<file path="src/rtl/load_queue_issue.sv">
// Circular load queue between dispatch and the data-memory port. It holds loads in program order,
// presents the head to the operand stage, and issues it once operands are ready and memory is free.
module load_queue_issue #(
  parameter  int DEPTH = 16,
  parameter  int TAG_W = 32,
  localparam int CNT_W = $clog2(DEPTH + 1)
) (
  input  logic             clk,
  input  logic             rst,
  input  logic             flush,
  input  logic             enq_valid,
  output logic             enq_ready,
  input  logic [31:0]      enq_instr,
  input  logic [TAG_W-1:0] enq_tag,
  output logic             cand_valid,
  output logic [4:0]       cand_rs,
  output logic [4:0]       cand_rt,
  output logic [15:0]      cand_offset,
  output logic [TAG_W-1:0] cand_tag,
  input  logic             opnd_ready,
  input  logic             mem_stall,
  output logic             iss_valid,
  output logic [31:0]      iss_instr,
  output logic [TAG_W-1:0] iss_tag,
  output logic             illegal_op,
  output logic [CNT_W-1:0] count,
  output logic             full,
  output logic             empty
);

  localparam int PTR_W = $clog2(DEPTH);

  // Opcode classes accepted by the load unit: LW, LB, LH, LBU, LHU.
  function automatic logic is_load(input logic [5:0] op);
    case (op)
      6'b100011, 6'b100000, 6'b100001, 6'b100100, 6'b100101: is_load = 1'b1;
      default:                                                is_load = 1'b0;
    endcase
  endfunction

  logic [31:0]      instr_mem_q [DEPTH];
  logic [TAG_W-1:0] tag_mem_q   [DEPTH];

  logic [PTR_W-1:0] head_q, head_d;
  logic [PTR_W-1:0] tail_q, tail_d;
  logic [CNT_W-1:0] count_q, count_d;
  logic             iss_valid_q, iss_valid_d;
  logic [31:0]      iss_instr_q, iss_instr_d;
  logic [TAG_W-1:0] iss_tag_q, iss_tag_d;
  logic             illegal_q, illegal_d;

  logic [31:0]      head_instr_s;
  logic [TAG_W-1:0] head_tag_s;
  logic             head_legal_s;
  logic             empty_s, full_s;
  logic             push_s, issue_s, discard_s, pop_s;

  assign head_instr_s = instr_mem_q[head_q];
  assign head_tag_s   = tag_mem_q[head_q];
  assign head_legal_s = is_load(head_instr_s[31:26]);
  assign empty_s      = (count_q == CNT_W'(0));
  assign full_s       = (count_q == CNT_W'(DEPTH));

  // Full blocks enqueue even if the head pops on the same edge.
  assign push_s    = enq_valid && !full_s;
  assign issue_s   = !empty_s && head_legal_s && opnd_ready && !mem_stall;
  assign discard_s = !empty_s && !head_legal_s;
  assign pop_s     = issue_s || discard_s;

  // Next-state for pointers, occupancy and the registered issue/discard pulses.
  always_comb begin
    head_d      = head_q;
    tail_d      = tail_q;
    count_d     = count_q;
    iss_valid_d = 1'b0;
    iss_instr_d = iss_instr_q;
    iss_tag_d   = iss_tag_q;
    illegal_d   = 1'b0;
    if (flush) begin
      head_d  = {PTR_W{1'b0}};
      tail_d  = {PTR_W{1'b0}};
      count_d = {CNT_W{1'b0}};
    end else begin
      if (push_s) begin
        tail_d = tail_q + PTR_W'(1);
      end else begin
        tail_d = tail_q;
      end
      if (pop_s) begin
        head_d = head_q + PTR_W'(1);
      end else begin
        head_d = head_q;
      end
      if (push_s && !pop_s) begin
        count_d = count_q + CNT_W'(1);
      end else if (pop_s && !push_s) begin
        count_d = count_q - CNT_W'(1);
      end else begin
        count_d = count_q;
      end
      if (issue_s) begin
        iss_valid_d = 1'b1;
        iss_instr_d = head_instr_s;
        iss_tag_d   = head_tag_s;
      end else begin
        iss_valid_d = 1'b0;
      end
      illegal_d = discard_s;
    end
  end

  // State registers; synchronous reset takes priority over flush.
  always_ff @(posedge clk) begin
    if (rst) begin
      head_q      <= {PTR_W{1'b0}};
      tail_q      <= {PTR_W{1'b0}};
      count_q     <= {CNT_W{1'b0}};
      iss_valid_q <= 1'b0;
      iss_instr_q <= 32'd0;
      iss_tag_q   <= {TAG_W{1'b0}};
      illegal_q   <= 1'b0;
    end else begin
      head_q      <= head_d;
      tail_q      <= tail_d;
      count_q     <= count_d;
      iss_valid_q <= iss_valid_d;
      iss_instr_q <= iss_instr_d;
      iss_tag_q   <= iss_tag_d;
      illegal_q   <= illegal_d;
    end
  end

  // Entry storage has no reset; occupancy alone decides which slots are meaningful.
  always_ff @(posedge clk) begin
    if (push_s && !flush && !rst) begin
      instr_mem_q[tail_q] <= enq_instr;
      tag_mem_q[tail_q]   <= enq_tag;
    end
  end

  assign enq_ready   = !full_s;
  assign cand_valid  = !empty_s && head_legal_s;
  assign cand_rs     = head_instr_s[25:21];
  assign cand_rt     = head_instr_s[20:16];
  assign cand_offset = head_instr_s[15:0];
  assign cand_tag    = head_tag_s;
  assign iss_valid   = iss_valid_q;
  assign iss_instr   = iss_instr_q;
  assign iss_tag     = iss_tag_q;
  assign illegal_op  = illegal_q;
  assign count       = count_q;
  assign full        = full_s;
  assign empty       = empty_s;

endmodule
</file>
<file path="config.mk">
export PLATFORM = sky130hd
export DESIGN_NAME = load_queue_issue
export DESIGN_NICKNAME = d
export VERILOG_FILES = /design/src/rtl/load_queue_issue.sv
export SDC_FILE = /design/constraint.sdc
export NUM_CORES = 1
export LEC_CHECK = 0
export BUFFER_PORTS_ARGS = -buffer_cell sky130_fd_sc_hd__buf_4
export CORE_ASPECT_RATIO = 0.9
export CORE_MARGIN = 2
export CORE_UTILIZATION = 30
export CTS_CLUSTER_SIZE = 30
export DETAILED_ROUTE_END_ITERATION = 7
export PLACE_DENSITY = 0.47
export SKIP_LAST_GASP = 1
export SLEW_MARGIN = 10
export SYNTH_ARGS = -nofsm -noshare
export SYNTH_HDL_FRONTEND = slang
export SYNTH_SLANG_ARGS = --single-unit
</file>
<file path="constraint.sdc">
create_clock -name clk -period 7.8 [get_ports clk]
set_input_delay 1.56 -clock clk [delete_from_list [all_inputs] [get_ports clk]]
set_output_delay 1.56 -clock clk [all_outputs]
set_load 0.05 [all_outputs]
</file>
* Word level (Yosys, flattened, before mapping)
Memories as Yosys holds them, arrays and structs flattened. A register that Yosys moved wholly into a read port is not among the register bits.
Cells that the tools add are included.
Widths: inputs -> output; s select.
** Cells by class
- Add/subtract/negate cells :: 4
- Bitwise logic cells :: 1
- Equal/unequal tests :: 6
- Multiplexer cells :: 10
- Reductions and logical operators :: 23
** Operator list (number)
- $eq 6x6->1 const B :: 5
- $mux 4 :: 4
- $mux 5 :: 2
- $logic_and 1x1->1 :: 9
- $add 4x1->4 const B :: 2
- $logic_not 1->1 :: 8
- $add 5x1->5 const B :: 1
- $eq 5x5->1 const B :: 1
- $logic_not 5->1 :: 1
- $reduce_or 5->1 :: 1
- $sub 5x1->5 const B :: 1
- $mux 1 :: 4
- $reduce_and 2->1 :: 1
- $reduce_bool 2->1 :: 1
- $reduce_or 2->1 :: 1
- $logic_or 1x1->1 :: 1
- $not 1->1 :: 1
** Storage, ports and cells
- Memories :: 2
- Output and inout port bits :: 133
- Memory bits (writable) :: 1024
- Input bits :: 70
- Register bits after elaboration :: 79
** Memories
- instr_mem_q :: words 16, width 32, rd ports 1, clocked after memory_dff 1, write ports 1, line 41 : logic [31:0] instr_mem_q [DEPTH];
- tag_mem_q :: words 16, width 32, rd ports 1, clocked after memory_dff 1, write ports 1, line 42 : logic [TAG_W-1:0] tag_mem_q [DEPTH];

* Logic depth before layout (Yosys ltp)
- Depth in word-level cells :: 10
- Gate-level depth with buffers :: 17
- Mapped depth without buffers :: 15

* Least setup slack after synthesis
Ideal clock, no wire load.
- Path type :: input to register
- From :: input flush
- To :: memory instr_mem_q[0][0], enable pin
- Data arrival time :: 5.045 ns
- Cell stages on the path :: 4
- Library setup time :: 0.486 ns
- Setup slack :: 2.269 ns
- Required time :: 7.314 ns
- Cells stage by stage :: or2_2 -> clkbuf_1 -> or3_1 -> nor2_1
** On the way
- Cells in the longest elaborated chain, start to end :: 5
** Ends and longest elaborated chain
- start, declared :: line 10 : input logic flush,
- $logic_not 1->1 :: line 135 : if (push_s && !flush && !rst) begin
- $logic_and 1x1->1 (2 in series) :: line 135
- $mux 1 :: line 135
- $mux 1 (implied by the code) :: line 136 : instr_mem_q[tail_q] <= enq_instr;
- end, declared :: line 41
Every way passes these cells.

==> flow_summary.json <==
{
  "report.power.total_mw": 14.0,
  "worst_path_max_delay_cell": "dfxtp_4",
  "clk_root_buffer_cell": "clkbuf_16",
  "dp.final_hpwl_um": 53500,
  "final.setup_skew_ps": 35.0,
  "intPower_mw": 10.6,
  "hold_slack_ps": 446,
  "core-area_um2": 138000,
  "rows": 129,
  "gp_routability_congestion": 0.704,
  "cts_inserted_buffers": 117,
  "grt_start_max_net_pins": 85,
  "setup_viol": 0,
  "grt_pass1_wl_um": 146000,
  "timing.critical_path.buf_inv": 2,
  "synth.distinct_cells": 36,
  "setup.worst_path.class": "reg2out",
  "max-cap-violations": 0,
  "sequential_power_share": 0.471,
  "switchingPower_mw": 3.46,
  "synth.net_count": 1865,
  "power.ir.vdd_worst_mv": 0.189,
  "fmax_mhz": 175,
  "cts_setup_buffers": 0,
  "seq_area_frac_synth": 0.776,
  "grt.total_usage": 0.143,
  "antenna-diode-count": 0,
  "p_per_area_nw_per_um2": 285,
  "initialDrtViolationCount": 1338,
  "routed_wire_length_per_instance_um": 25.5,
  "die-width_um": 397,
  "drt_wl_total_um": 101000,
  "drc_errors": 0,
  "synth_seq_cells": 1107,
  "cpMostUsedCell": "buf_4",
  "hold_class": "reg2reg",
  "synth_enable_flop_cells": 1024,
  "die-height_um": 358,
  "clkLatencyLatePin_ps": 740,
  "placement.io_buffers": 202,
  "area_growth_syn_to_layout_pct": 18.0,
  "p_leak_nw": 15.6,
  "initial_core_util": 0.303,
  "reg2reg_slack_ps": 2830,
  "rsz0062_at_grt": "no",
  "period_needed_ps": 5710,
  "cp_max_fo": 51,
  "cts_sinks": 1107,
  "post_route_cells_drive_above_1_share": 0.354,
  "cpPeakStageDelay_ps": 1040,
  "post-route-period-util": 0.732,
  "clock_tree.htree_level_count": 3,
  "synth-warning-count": 0,
  "avgViaCountPerCell": 4.74,
  "detailroute.via_count": 18800,
  "placed_area_um2": 45500,
  "status": "completed",
  "finalHoldViolCount": 0,
  "swShare": 0.246,
  "post_synth_arst_share": 0,
  "first_pass_iters": 8,
  "pwr-share-comb": 0.135,
  "clk_transition_reported_paths_ps": 60,
  "clkPwrFrac": 0.394,
  "maxSlewHeadroom": 0.283,
  "cts.path.max_buffers": 3,
  "syn_inst": 1785,
  "grt_antenna_before_repair": 11,
  "netlist_area_um2": 41800,
  "cts_tree": "yes",
  "crit_path_cell_trace": "buf_4 > mux4_2 > mux2i_1 > mux2_2 > o21ai_2 > nand4_1 > nor2_1 > buf_4",
  "die-area_um2": 142000,
  "post_cts_resized": 0,
  "grt_remaining_overflow": 0,
  "data_arrival_time_of_the_critical_path_ps": 4150,
  "worst_ep_required_time_ps": 6240,
  "grt_pass1_vias": 20300,
  "worst-slew-pin-transition_ps": 1080,
  "tns_ps": 0,
  "fin_area_um2": 49300,
  "timing.critical_path.to_type": "output pin",
  "boundaryPins": 203,
  "ant_nets": 0,
  "post_synth.cell_area_avg_um2": 23.4,
  "synth_ff_type": "edfxtp_1",
  "crit_path_start_kind": "flop",
  "final-max-slew-violation-count": 0,
  "design.final.nets": 2113,
  "critical_path.top_delay_family": "flip-flops",
  "count_of_hold_fix_buffers_inserted_at_cts": 0
}
synth_stat cells (all sizes together), types with 2 or more instances:
cell type,count,area share
a21o,3,0.00054
mux4,315,0.17
o21ai,3,0.00045
and2,2,0.00030
a22oi,6,0.0011
clkbuf,47,0.0042
xnor2,4,0.00084
nand4,2,0.00030
edfxtp,1024,0.74
or3,2,0.00030
ha,9,0.0027
nand2,10,0.00090
mux2i,67,0.016
buf,69,0.011
nor2b,5,0.00075
inv,8,0.00072
xor2,4,0.00084
a21oi,10,0.0012
and3b,2,0.00042
nand3,4,0.00048
nor2,96,0.0086
dfxtp,83,0.040
cells by family after synthesis:
group / after synthesis / share of synthesized area
xor gates and xnor gates: 8 / 0.00168
DFF: 1107 / 0.776
AOI/OAI and AO/OA: 24 / 0.00377
buffers and inverters: 124 / 0.0158
muxes: 383 / 0.186
and+or+nand+nor: 129 / 0.0132
adders and majority gates: 10 / 0.00318
flip-flops by register name (all words and copies together) (netlist names), named ones only:
signal and count:
instr_mem_q 512, tag_mem_q 512, iss_instr 32, iss_valid 1
iss_tag 32, illegal_op 1, tail_q 4, count 5
head_q 4
metal layers:
metal / global-route usage / up-vias / wire, um
met3: 0.0318 / 150 / 4710
met1: 0.185 / 10200 / 43600
li1: - / 8003 / -
met2: 0.242 / 404 / 50800
met4: 0.0360 / 18 / 1940
met5: 0 / - / 124
metrics by stage:
step | std cells | worst slack [ps] | utilization
2_1_floorplan | 1785 | 2270 | -
3_3_place_gp | 3748 | 2590 | 0.330
3_5_place_dp | 3748 | 2620 | 0.330
4_1_cts | 3966 | 1780 | 0.358
5_1_grt | 3966 | 1640 | 0.358
6_report | 3966 | 2090 | 0.358
power by group through the flow:
stage	Combinational (mW)	Clock, mW	Sequential [mW]
6_report	1.90	5.53	6.61
5_1_grt	2.05	5.92	6.62
4_1_cts	1.95	5.71	6.61
3_5_place_dp	1.95	0	6.74
3_3_place_gp	1.92	0	6.74
2_1_floorplan	1.46	0	6.72
cells in the final DEF, fill, tap and decap left out, types with 6 or more instances in the layout:
| cell | instances |
|---|---|
| clkinv_2 | 21 |
| a21oi_1 | 10 |
| edfxtp_1 | 1024 |
| nor2_1 | 80 |
| ha_1 | 9 |
| dfxtp_1 | 79 |
| mux2i_1 | 67 |
| inv_1 | 8 |
| clkbuf_1 | 21 |
| clkbuf_16 | 118 |
| nand2_1 | 10 |
| clkinv_1 | 29 |
| nor2_4 | 16 |
| mux4_2 | 315 |
| buf_4 | 240 |
| a22oi_1 | 6 |
| bufinv_16 | 13 |
worst register-to-register path: cells and delay by family (launching register included):
family,cells,cell delay (ps)
AO/OA/AOI/OAI,5,1010
AND/OR/NAND/NOR,1,310
adder cells (fa/ha/maj),2,520
buffers and inverters,3,940
flip-flops,1,1040
XOR/XNOR,1,100
multiplexers,3,980
final timing paths:
check	cells past startpoint	endpoint	start
worst min-delay path	2	iss_instr[31]	iss_instr[31]
worst max register to register	15	count[4]	flop
worst min register to register	2	iss_instr[31]	iss_instr[31]
worst max-delay path	8	cand_valid	flop
layout make-up:
type	count	area (um2)
Clock buffer	141	3060
Clock inverter	77	763
Fill cell	12800	88500
Inverter	8	30.0
Multi-Input combinational cell	554	8820
Sequential cell	1107	32400
Tap cell	1834	2290
Timing Repair Buffer	245	1900
No activity file was read; power rests on OpenSTA's default activity.
